==> config.mk <==
export PLATFORM = sky130hd
export DESIGN_NAME = pc_sequencer
export DESIGN_NICKNAME = d
export VERILOG_FILES = /design/src/rtl/pc_seq_pkg.sv /design/src/rtl/ret_stack.sv /design/src/rtl/pc_sequencer.sv
export SDC_FILE = /design/constraint.sdc
export NUM_CORES = 1
export LEC_CHECK = 0
export CORE_ASPECT_RATIO = 1.75
export CORE_MARGIN = 2
export CORE_UTILIZATION = 36
export DETAILED_ROUTE_END_ITERATION = 8
export HOLD_SLACK_MARGIN = 0.12
export PLACE_DENSITY = 0.6
export SYNTH_ARGS = -nofsm -noshare
export SYNTH_HDL_FRONTEND = slang
export SYNTH_HIERARCHICAL = 1
export SYNTH_SLANG_ARGS = --single-unit
export TNS_END_PERCENT = 50
==> constraint.sdc <==
create_clock -name clk -period 7.55 [get_ports clk]
set_input_delay 1.1325 -clock clk [delete_from_list [all_inputs] [get_ports clk]]
set_output_delay 1.1325 -clock clk [all_outputs]
set_load 0.01 [all_outputs]
==> src/rtl/pc_seq_pkg.sv <==
// pc_seq_pkg: shared widths, instruction class encodings and FSM states for pc_sequencer.
package pc_seq_pkg;
   localparam int DEF_ADDR_W = 16;
   localparam int DEF_OFF_W  = 8;
   localparam logic [2:0] OP_SEQ  = 3'd0;
   localparam logic [2:0] OP_BR   = 3'd1;
   localparam logic [2:0] OP_JMP  = 3'd2;
   localparam logic [2:0] OP_CALL = 3'd3;
   localparam logic [2:0] OP_RET  = 3'd4;
   localparam logic [2:0] OP_HALT = 3'd5;
   typedef enum logic [2:0] {S_IDLE, S_FETCH, S_DECODE, S_EXEC, S_UPDATE, S_HALT} state_e;
endpackage

==> src/rtl/ret_stack.sv <==
// ret_stack: LIFO return-address stack; overflowing pushes and underflowing pops are dropped and pulsed.
module ret_stack #(
   parameter int DEPTH = 4,
   parameter int W     = 16
) (
   input  logic         clk,
   input  logic         rst,
   input  logic         push_i,
   input  logic         pop_i,
   input  logic [W-1:0] data_i,
   output logic [W-1:0] top_o,
   output logic         empty_o,
   output logic         ovf_o,
   output logic         udf_o
);
   localparam int AW = $clog2(DEPTH);
   logic [AW:0]  sp_q;
   logic [W-1:0] mem_q [DEPTH];
   logic         full;
   assign full    = sp_q == (AW+1)'(DEPTH);
   assign empty_o = sp_q == '0;
   assign ovf_o   = push_i & full;
   assign udf_o   = pop_i & empty_o;
   assign top_o   = mem_q[AW'(sp_q - 1'b1)];
   always_ff @(posedge clk or posedge rst) begin
      if (rst) begin
         sp_q <= '0;
         for (int i = 0; i < DEPTH; i++) mem_q[i] <= '0;
      end else if (push_i && !full) begin
         mem_q[sp_q[AW-1:0]] <= data_i;
         sp_q <= sp_q + 1'b1;
      end else if (pop_i && !empty_o) begin
         sp_q <= sp_q - 1'b1;
      end
   end
endmodule

==> src/rtl/pc_sequencer.sv <==
// pc_sequencer: fetch/decode/execute/update controller that computes the next PC and drives its load strobe.
module pc_sequencer
   import pc_seq_pkg::*;
#(
   parameter int ADDR_W      = DEF_ADDR_W,
   parameter int OFF_W       = DEF_OFF_W,
   parameter int STACK_DEPTH = 4
) (
   input  logic              clk,
   input  logic              PC_rst,
   input  logic [ADDR_W-1:0] PC,
   output logic [ADDR_W-1:0] PC_next,
   output logic              PC_load,
   output logic              imem_req,
   output logic [ADDR_W-1:0] imem_addr,
   input  logic              imem_ack,
   output logic              instr_valid,
   input  logic [2:0]        op,
   input  logic              br_taken,
   input  logic [OFF_W-1:0]  br_off,
   input  logic [ADDR_W-1:0] target,
   input  logic              exec_done,
   input  logic              run,
   output logic              halted,
   output logic              stack_err
);
   state_e            state_q;
   logic [2:0]        op_q;
   logic              br_taken_q;
   logic [OFF_W-1:0]  br_off_q;
   logic [ADDR_W-1:0] target_q;
   logic [ADDR_W-1:0] pc_next_q;
   logic              pc_load_q;
   logic              imem_req_q;
   logic              instr_valid_q;
   logic              halted_q;
   logic              stack_err_q;
   logic [ADDR_W-1:0] pc_inc;
   logic [ADDR_W-1:0] off_ext;
   logic [ADDR_W-1:0] pc_next_d;
   logic [ADDR_W-1:0] st_top;
   logic              st_empty;
   logic              st_ovf;
   logic              st_udf;
   logic              push;
   logic              pop;
   assign pc_inc  = PC + ADDR_W'(1);
   assign off_ext = {{(ADDR_W-OFF_W){br_off_q[OFF_W-1]}}, br_off_q};
   // RET on an empty stack falls through to PC+1
   assign pc_next_d = (op_q == OP_BR && br_taken_q) ? pc_inc + off_ext :
                      (op_q == OP_JMP || op_q == OP_CALL) ? target_q :
                      (op_q == OP_RET && !st_empty) ? st_top : pc_inc;
   assign push = state_q == S_UPDATE && op_q == OP_CALL;
   assign pop  = state_q == S_UPDATE && op_q == OP_RET;
   ret_stack #(.DEPTH(STACK_DEPTH), .W(ADDR_W)) u_stack (
      .clk    (clk),
      .rst    (PC_rst),
      .push_i (push),
      .pop_i  (pop),
      .data_i (pc_inc),
      .top_o  (st_top),
      .empty_o(st_empty),
      .ovf_o  (st_ovf),
      .udf_o  (st_udf)
   );
   always_ff @(posedge clk or posedge PC_rst) begin
      if (PC_rst) begin
         state_q       <= S_IDLE;
         op_q          <= '0;
         br_taken_q    <= 1'b0;
         br_off_q      <= '0;
         target_q      <= '0;
         pc_next_q     <= '0;
         pc_load_q     <= 1'b0;
         imem_req_q    <= 1'b0;
         instr_valid_q <= 1'b0;
         halted_q      <= 1'b0;
         stack_err_q   <= 1'b0;
      end else begin
         pc_load_q     <= 1'b0;
         instr_valid_q <= 1'b0;
         stack_err_q   <= stack_err_q | st_ovf | st_udf;
         case (state_q)
            S_IDLE: begin
               state_q    <= S_FETCH;
               imem_req_q <= 1'b1;
            end
            S_FETCH: if (imem_ack) begin
               state_q       <= S_DECODE;
               imem_req_q    <= 1'b0;
               instr_valid_q <= 1'b1;
            end
            S_DECODE: begin
               state_q    <= S_EXEC;
               op_q       <= op;
               br_taken_q <= br_taken;
               br_off_q   <= br_off;
               target_q   <= target;
            end
            S_EXEC: if (exec_done) begin
               state_q   <= op_q == OP_HALT ? S_HALT : S_UPDATE;
               halted_q  <= op_q == OP_HALT;
               pc_load_q <= op_q != OP_HALT;
               pc_next_q <= op_q == OP_HALT ? pc_next_q : pc_next_d;
            end
            S_UPDATE: begin
               state_q    <= S_FETCH;
               imem_req_q <= 1'b1;
            end
            S_HALT: if (run) begin
               state_q   <= S_UPDATE;
               halted_q  <= 1'b0;
               pc_load_q <= 1'b1;
               pc_next_q <= pc_inc;
            end
            default: state_q <= S_IDLE;
         endcase
      end
   end
   assign PC_next     = pc_next_q;
   assign PC_load     = pc_load_q;
   assign imem_req    = imem_req_q;
   assign imem_addr   = imem_req_q ? PC : '0;
   assign instr_valid = instr_valid_q;
   assign halted      = halted_q;
   assign stack_err   = stack_err_q;
endmodule

-- Word level (Yosys, flattened, before mapping)
Cells that the tools add are included.
W data, S select, Z words.
- $add $sub $neg: 4
- multipliers: 0
- divide/modulo/power cells: 0
- order comparisons: 3
- equal/unequal tests: 16
- shifts and indexed selects: 0
- muxes and demuxes: 31
- bitwise logic cells: 6
- reduce and logical (&&, ||, !) cells: 20
- operator list (operator ; number):
    $mux W16 ; 10
    $bwmux W64 ; 1
    $bmux W16 S2 ; 1
    $demux W16 S2 ; 1
    $pmux W16 S2 ; 1
    $add A16 B1 Y16 const B ; 1
    $add A16 B16 Y16 ; 1
    $eq A3 B3 Y1 const B ; 5
    $mux W3 ; 5
    $pmux W3 S5 ; 1
    $eq A3 B2 Y1 const B ; 4
    $mux W1 ; 8
    $ne A2 B2 Y1 const B ; 4
    $logic_and A1 B1 Y1 ; 7
    $eq A3 B1 Y1 const B ; 2
    $ge A3 B3 Y1 const B ; 2
    $logic_not A3 Y1 ; 2
    $not A2 Y3 ; 2
    $pmux W1 S2 ; 3
    $reduce_and A3 Y1 ; 2
    $reduce_bool A2 Y1 ; 3
    $reduce_and A4 Y1 ; 1
    $add A3 B1 Y3 const B ; 1
    $lt A3 B1 Y1 const B ; 1
    other kinds (8) ; 11
- register bits after elaboration: 119
- latch bits: 0
- bits in writable memories: 0
- memory bits (read-only): 0
- input bits: 49
- word-level logic and storage cells: 96
- memories kept: 0

-- Depth between registers and ports, before layout
- word-level depth: 11
- mapped depth: 13
- mapped depth without buffers: 13

-- Cells and area by module
Netlist, hierarchy kept.
- by module, submodules not included (module ; times used ; cells each ; area each (um2)):
    pc_sequencer ; 1 ; 408 ; 3858.7
    ret_stack ; 1 ; 191 ; 3099.2

-- Least setup slack after synthesis
Ideal clock, no wire load.
- path type: input port to flip-flop
- start point: input port PC[0]
- end point: register pc_next_q[13], in the netlist PC_next[13]
- library setup time: 94 ps
- arrival time: 3536 ps
- required time: 7456 ps
- path slack: 3920 ps
- cell stages on the path: 13
- cells stage by stage: ha_1 nand3_1 nor2_1 xor2_1 ha_1 buf_2 a21oi_2 o21ai_1 a2111oi_2 nor3_1 a311oi_2 xor2_1 a211oi_1
- elaborated cells between the ends (all ways): 9
- RTL lines (item ; RTL line ; source):
    from (decl) ; pc_sequencer.sv:11 ; input logic [ADDR_W-1:0] PC,
    $add A16 B1 Y16 ; pc_sequencer.sv:47 ; assign pc_inc = PC + ADDR_W'(1);
    net pc_inc[8] ; pc_sequencer.sv:38 ; logic [ADDR_W-1:0] pc_inc;
    $add A16 B16 Y16 ; pc_sequencer.sv:50 ; assign pc_next_d = (op_q == OP_BR && br_taken_q) ? pc_inc + off_ext :
    $mux W16 ; pc_sequencer.sv:50 ;
    $mux W16 ; pc_sequencer.sv:104 ; pc_next_q <= op_q == OP_HALT ? pc_next_q : pc_next_d;
    $mux W16 ; pc_sequencer.sv:100 ; S_EXEC: if (exec_done) begin
    $pmux W16 S2 ; pc_sequencer.sv:83 ; case (state_q)
    to (signal assigned) ; pc_sequencer.sv:104 ;
    to (signal assigned) ; pc_sequencer.sv:114 ; pc_next_q <= pc_inc;
    to (decl) ; pc_sequencer.sv:32 ; logic [ADDR_W-1:0] pc_next_q;
The timed path passes the listed nets, and every way through them passes these cells. The select of a mux whose other input is x is not followed.
A chain may end at the register's enable or synchronous reset.

-- Worst setup path after layout
Ends and elaborated chain as after synthesis.

==> impl_metrics.json <==
{
  "yosys-top-cells-count": "dfrtp_1 (119), mux2_2 (93), nand2_1 (31), nor2_1 (31), a21oi_1 (26)",
  "drt-met1-wl_mm": 7.38,
  "synth_warnings": 6,
  "clk_path_buf_depth": 2,
  "clk_latency_ns": 0.42,
  "cp.arrival_ns": 4.69,
  "routedWlPerCell_um": 20.6,
  "critPathLaunchType": "primary input",
  "antenna_found_initial": 0,
  "synth_async_sr_flop_share": 1.00,
  "placed_area_sq_um": 7970,
  "cts.sink_count": 119,
  "first_pass_iters": 4,
  "holdPathEnd": "PC_next[3]",
  "initialDrtViolationCount": 237,
  "synth.most_common_cell": "dfrtp_1",
  "synth_edf_count": 0,
  "outcome": "finished, final reports clean",
  "required_ns": 7.87,
  "grt_pass1_vias": 5578,
  "synth_cell_types": 74,
  "syn_nets": 674,
  "grt_util_all_layers": 0.199,
  "numPortBuffers": 85,
  "post_cts_resized": 0,
  "leakage_uw": 0.00345,
  "grt_pass1_wl_mm": 30.6,
  "hold_buffers": 0,
  "wl_mm": 19.2,
  "tightestPinTransition_ns": 1.06,
  "r2r-start": "op_q[1]",
  "start_util": 0.366,
  "cts_tree": "yes",
  "yosys.area.top_type": "dfrtp_1",
  "dr.max_layer_used": "met4",
  "post-route-min-period_ns": 4.37,
  "met2_wirelength_mm": 10.7,
  "synth_flop_cell": "dfrtp_1",
  "vias_per_cell": 5.48,
  "reg2reg_depth": 7,
  "fin_area_sq_um": 8570,
  "grt_overflow": 0,
  "vias": 5117,
  "ant_nets": 0,
  "path_clk_slew_ns": 0.05,
  "die_w_um": 109,
  "rsz0062_at_grt": "false",
  "dr_wl_met3_um": 498,
  "crit_fanout": 7,
  "synth_area_leaders": "dfrtp_1 (43%), mux2_2 (15%), mux4_2 (5.2%)",
  "grt_max_degree": 68,
  "io_pins": 86,
  "core_area_sq_um": 19000,
  "path_class": "primary input to flip-flop",
  "r2r_end": "u_stack/mem_q[57]",
  "avgSynthCellArea_sq_um": 11.6,
  "drv_slew": 0,
  "dieHeight_um": 188,
  "ys_seq_area_frac": 0.428,
  "cp-end-kind": "flip-flop",
  "skew_ns": 0.0113,
  "n_antenna_cell": 0,
  "netlist_area_sq_um": 6960,
  "finalSetupTns_ns": 0,
  "post_cts_buffers": 0,
  "area_growth_pct": 23.2,
  "hold_depth": 2,
  "crit_start": "PC[0]",
  "layout-drive-gt1-share": 0.263,
  "setup_viol": 0,
  "finalHoldViolations": 0,
  "syn_inst": 599,
  "hp-class": "flip-flop to flip-flop",
  "rows": 67,
  "gp_congestion": 0.921,
  "power_density_nw_per_um2": 353,
  "ys_ff_latch": 119,
  "peakVddDrop_uv": 155,
  "yosys.area.top_type_share": 0.428,
  "hpwl_mm": 14.4,
  "fin_crit_sh": 0.578,
  "cap_violations": 0,
  "drc_errors": 0,
  "clockRootBuffer": "clkbuf_16",
  "min_from": "PC_next[3]",
  "fin_nets": 755,
  "relSlewSlack": 0.293,
  "htree_levels": 4,
  "numCtsBuffers": 17,
  "die-area_sq_um": 20500,
  "r2r_slack_ns": 4.35,
  "fmax_mhz": 229
}
[flip-flops by register name, summed over array words and instances (netlist names)]
name           count
imem_req           1
state_q            3
br_taken_q         1
halted             1
PC_load            1
u_stack/sp_q       3
PC_next           16
instr_valid        1
stack_err          1
op_q               3
target_q          16
br_off_q           8
u_stack/mem_q     64
[how the worst max path moves through the flow]
stage	to	slack (ns)	cells after the start
floorplan	PC_next[13]	3.92	13
global route	PC_next[13]	2.89	13
finish	PC_next[13]	3.18	13
CTS	PC_next[13]	3.21	13
detailed placement	PC_next[13]	2.75	13
global placement	PC_next[13]	2.92	13
[logic make-up (layout without fill, tap and decap cells)]
family | after synthesis | after routing | synth area share
and+or+nand+nor | 152 | 152 | 0.122
xor gates and xnor gates | 31 | 31 | 0.0433
DFF | 119 | 119 | 0.428
adders and majority gates | 26 | 26 | 0.0478
AOI/OAI and AO/OA | 115 | 115 | 0.116
muxes | 113 | 113 | 0.208
buffers and inverters | 43 | 137 | 0.0349
[stage by stage]
| stage | total power, uW | std cells | setup slack [ns] | utilization | hold slack [ns] |
|---|---|---|---|---|---|
| detailed placement | 2210 | 901 | 2.75 | 0.419 | 0.488 |
| global placement | 2180 | 901 | 2.92 | 0.419 | 0.481 |
| floorplan | 1790 | 599 | 3.92 | - | 0.474 |
| global route | 3210 | 934 | 2.89 | 0.450 | 0.520 |
| CTS | 3050 | 933 | 3.21 | 0.450 | 0.500 |
| finish | 3030 | 934 | 3.18 | 0.450 | 0.490 |
[power by group]
part | internal (uW) | switching (uW) | leakage (uW) | total, uW
Sequential | 837 | 185 | 0.00141 | 1020
Combinational | 586 | 594 | 0.00175 | 1180
Clock | 542 | 285 | 0.000297 | 827
Total | 1960 | 1060 | 0.00345 | 3030
[layout make-up]
cell class	instances	area, sq um
clock buffer	23	478
clock inverter	9	123
fill	1769	10500
inverter	13	51.3
multi-input combinational	437	3740
sequential	119	2980
tap	241	302
timing repair buffer	92	901
[metal layers]
layer / up-vias / global-route usage
met5: - / 0
met4: 0 / 0.0966
met3: 24 / 0.0327
met2: 98 / 0.361
met1: 2630 / 0.219
li1: 2365 / -
[critical path: stages]
cell and delay (ns):
clkdlybuf4s50_1 0.61, ha_1 0.30, nand3_1 0.10, nor2_1 0.14
xor2_1 0.46, ha_1 0.42, a21oi_2 0.22, o21ai_1 0.12
a2111oi_2 0.38, nor3_1 0.14, a311oi_2 0.30, xor2_1 0.10
a211oi_1 0.25
[cells in the final DEF (no fill, tap or decap), drive strengths merged, types with 7 or more instances in the layout]
cell	instances
dfrtp	119
buf	7
clkdlybuf4s50	85
nand3	14
and2	20
mux2	93
o21ai	30
xor2	15
nor3	11
ha	25
clkbuf	23
nand2	38
nor2	32
xnor2	16
inv	13
a211oi	10
mux4	16
a21oi	29
Note: power is estimated with default switching activity, not from simulation.
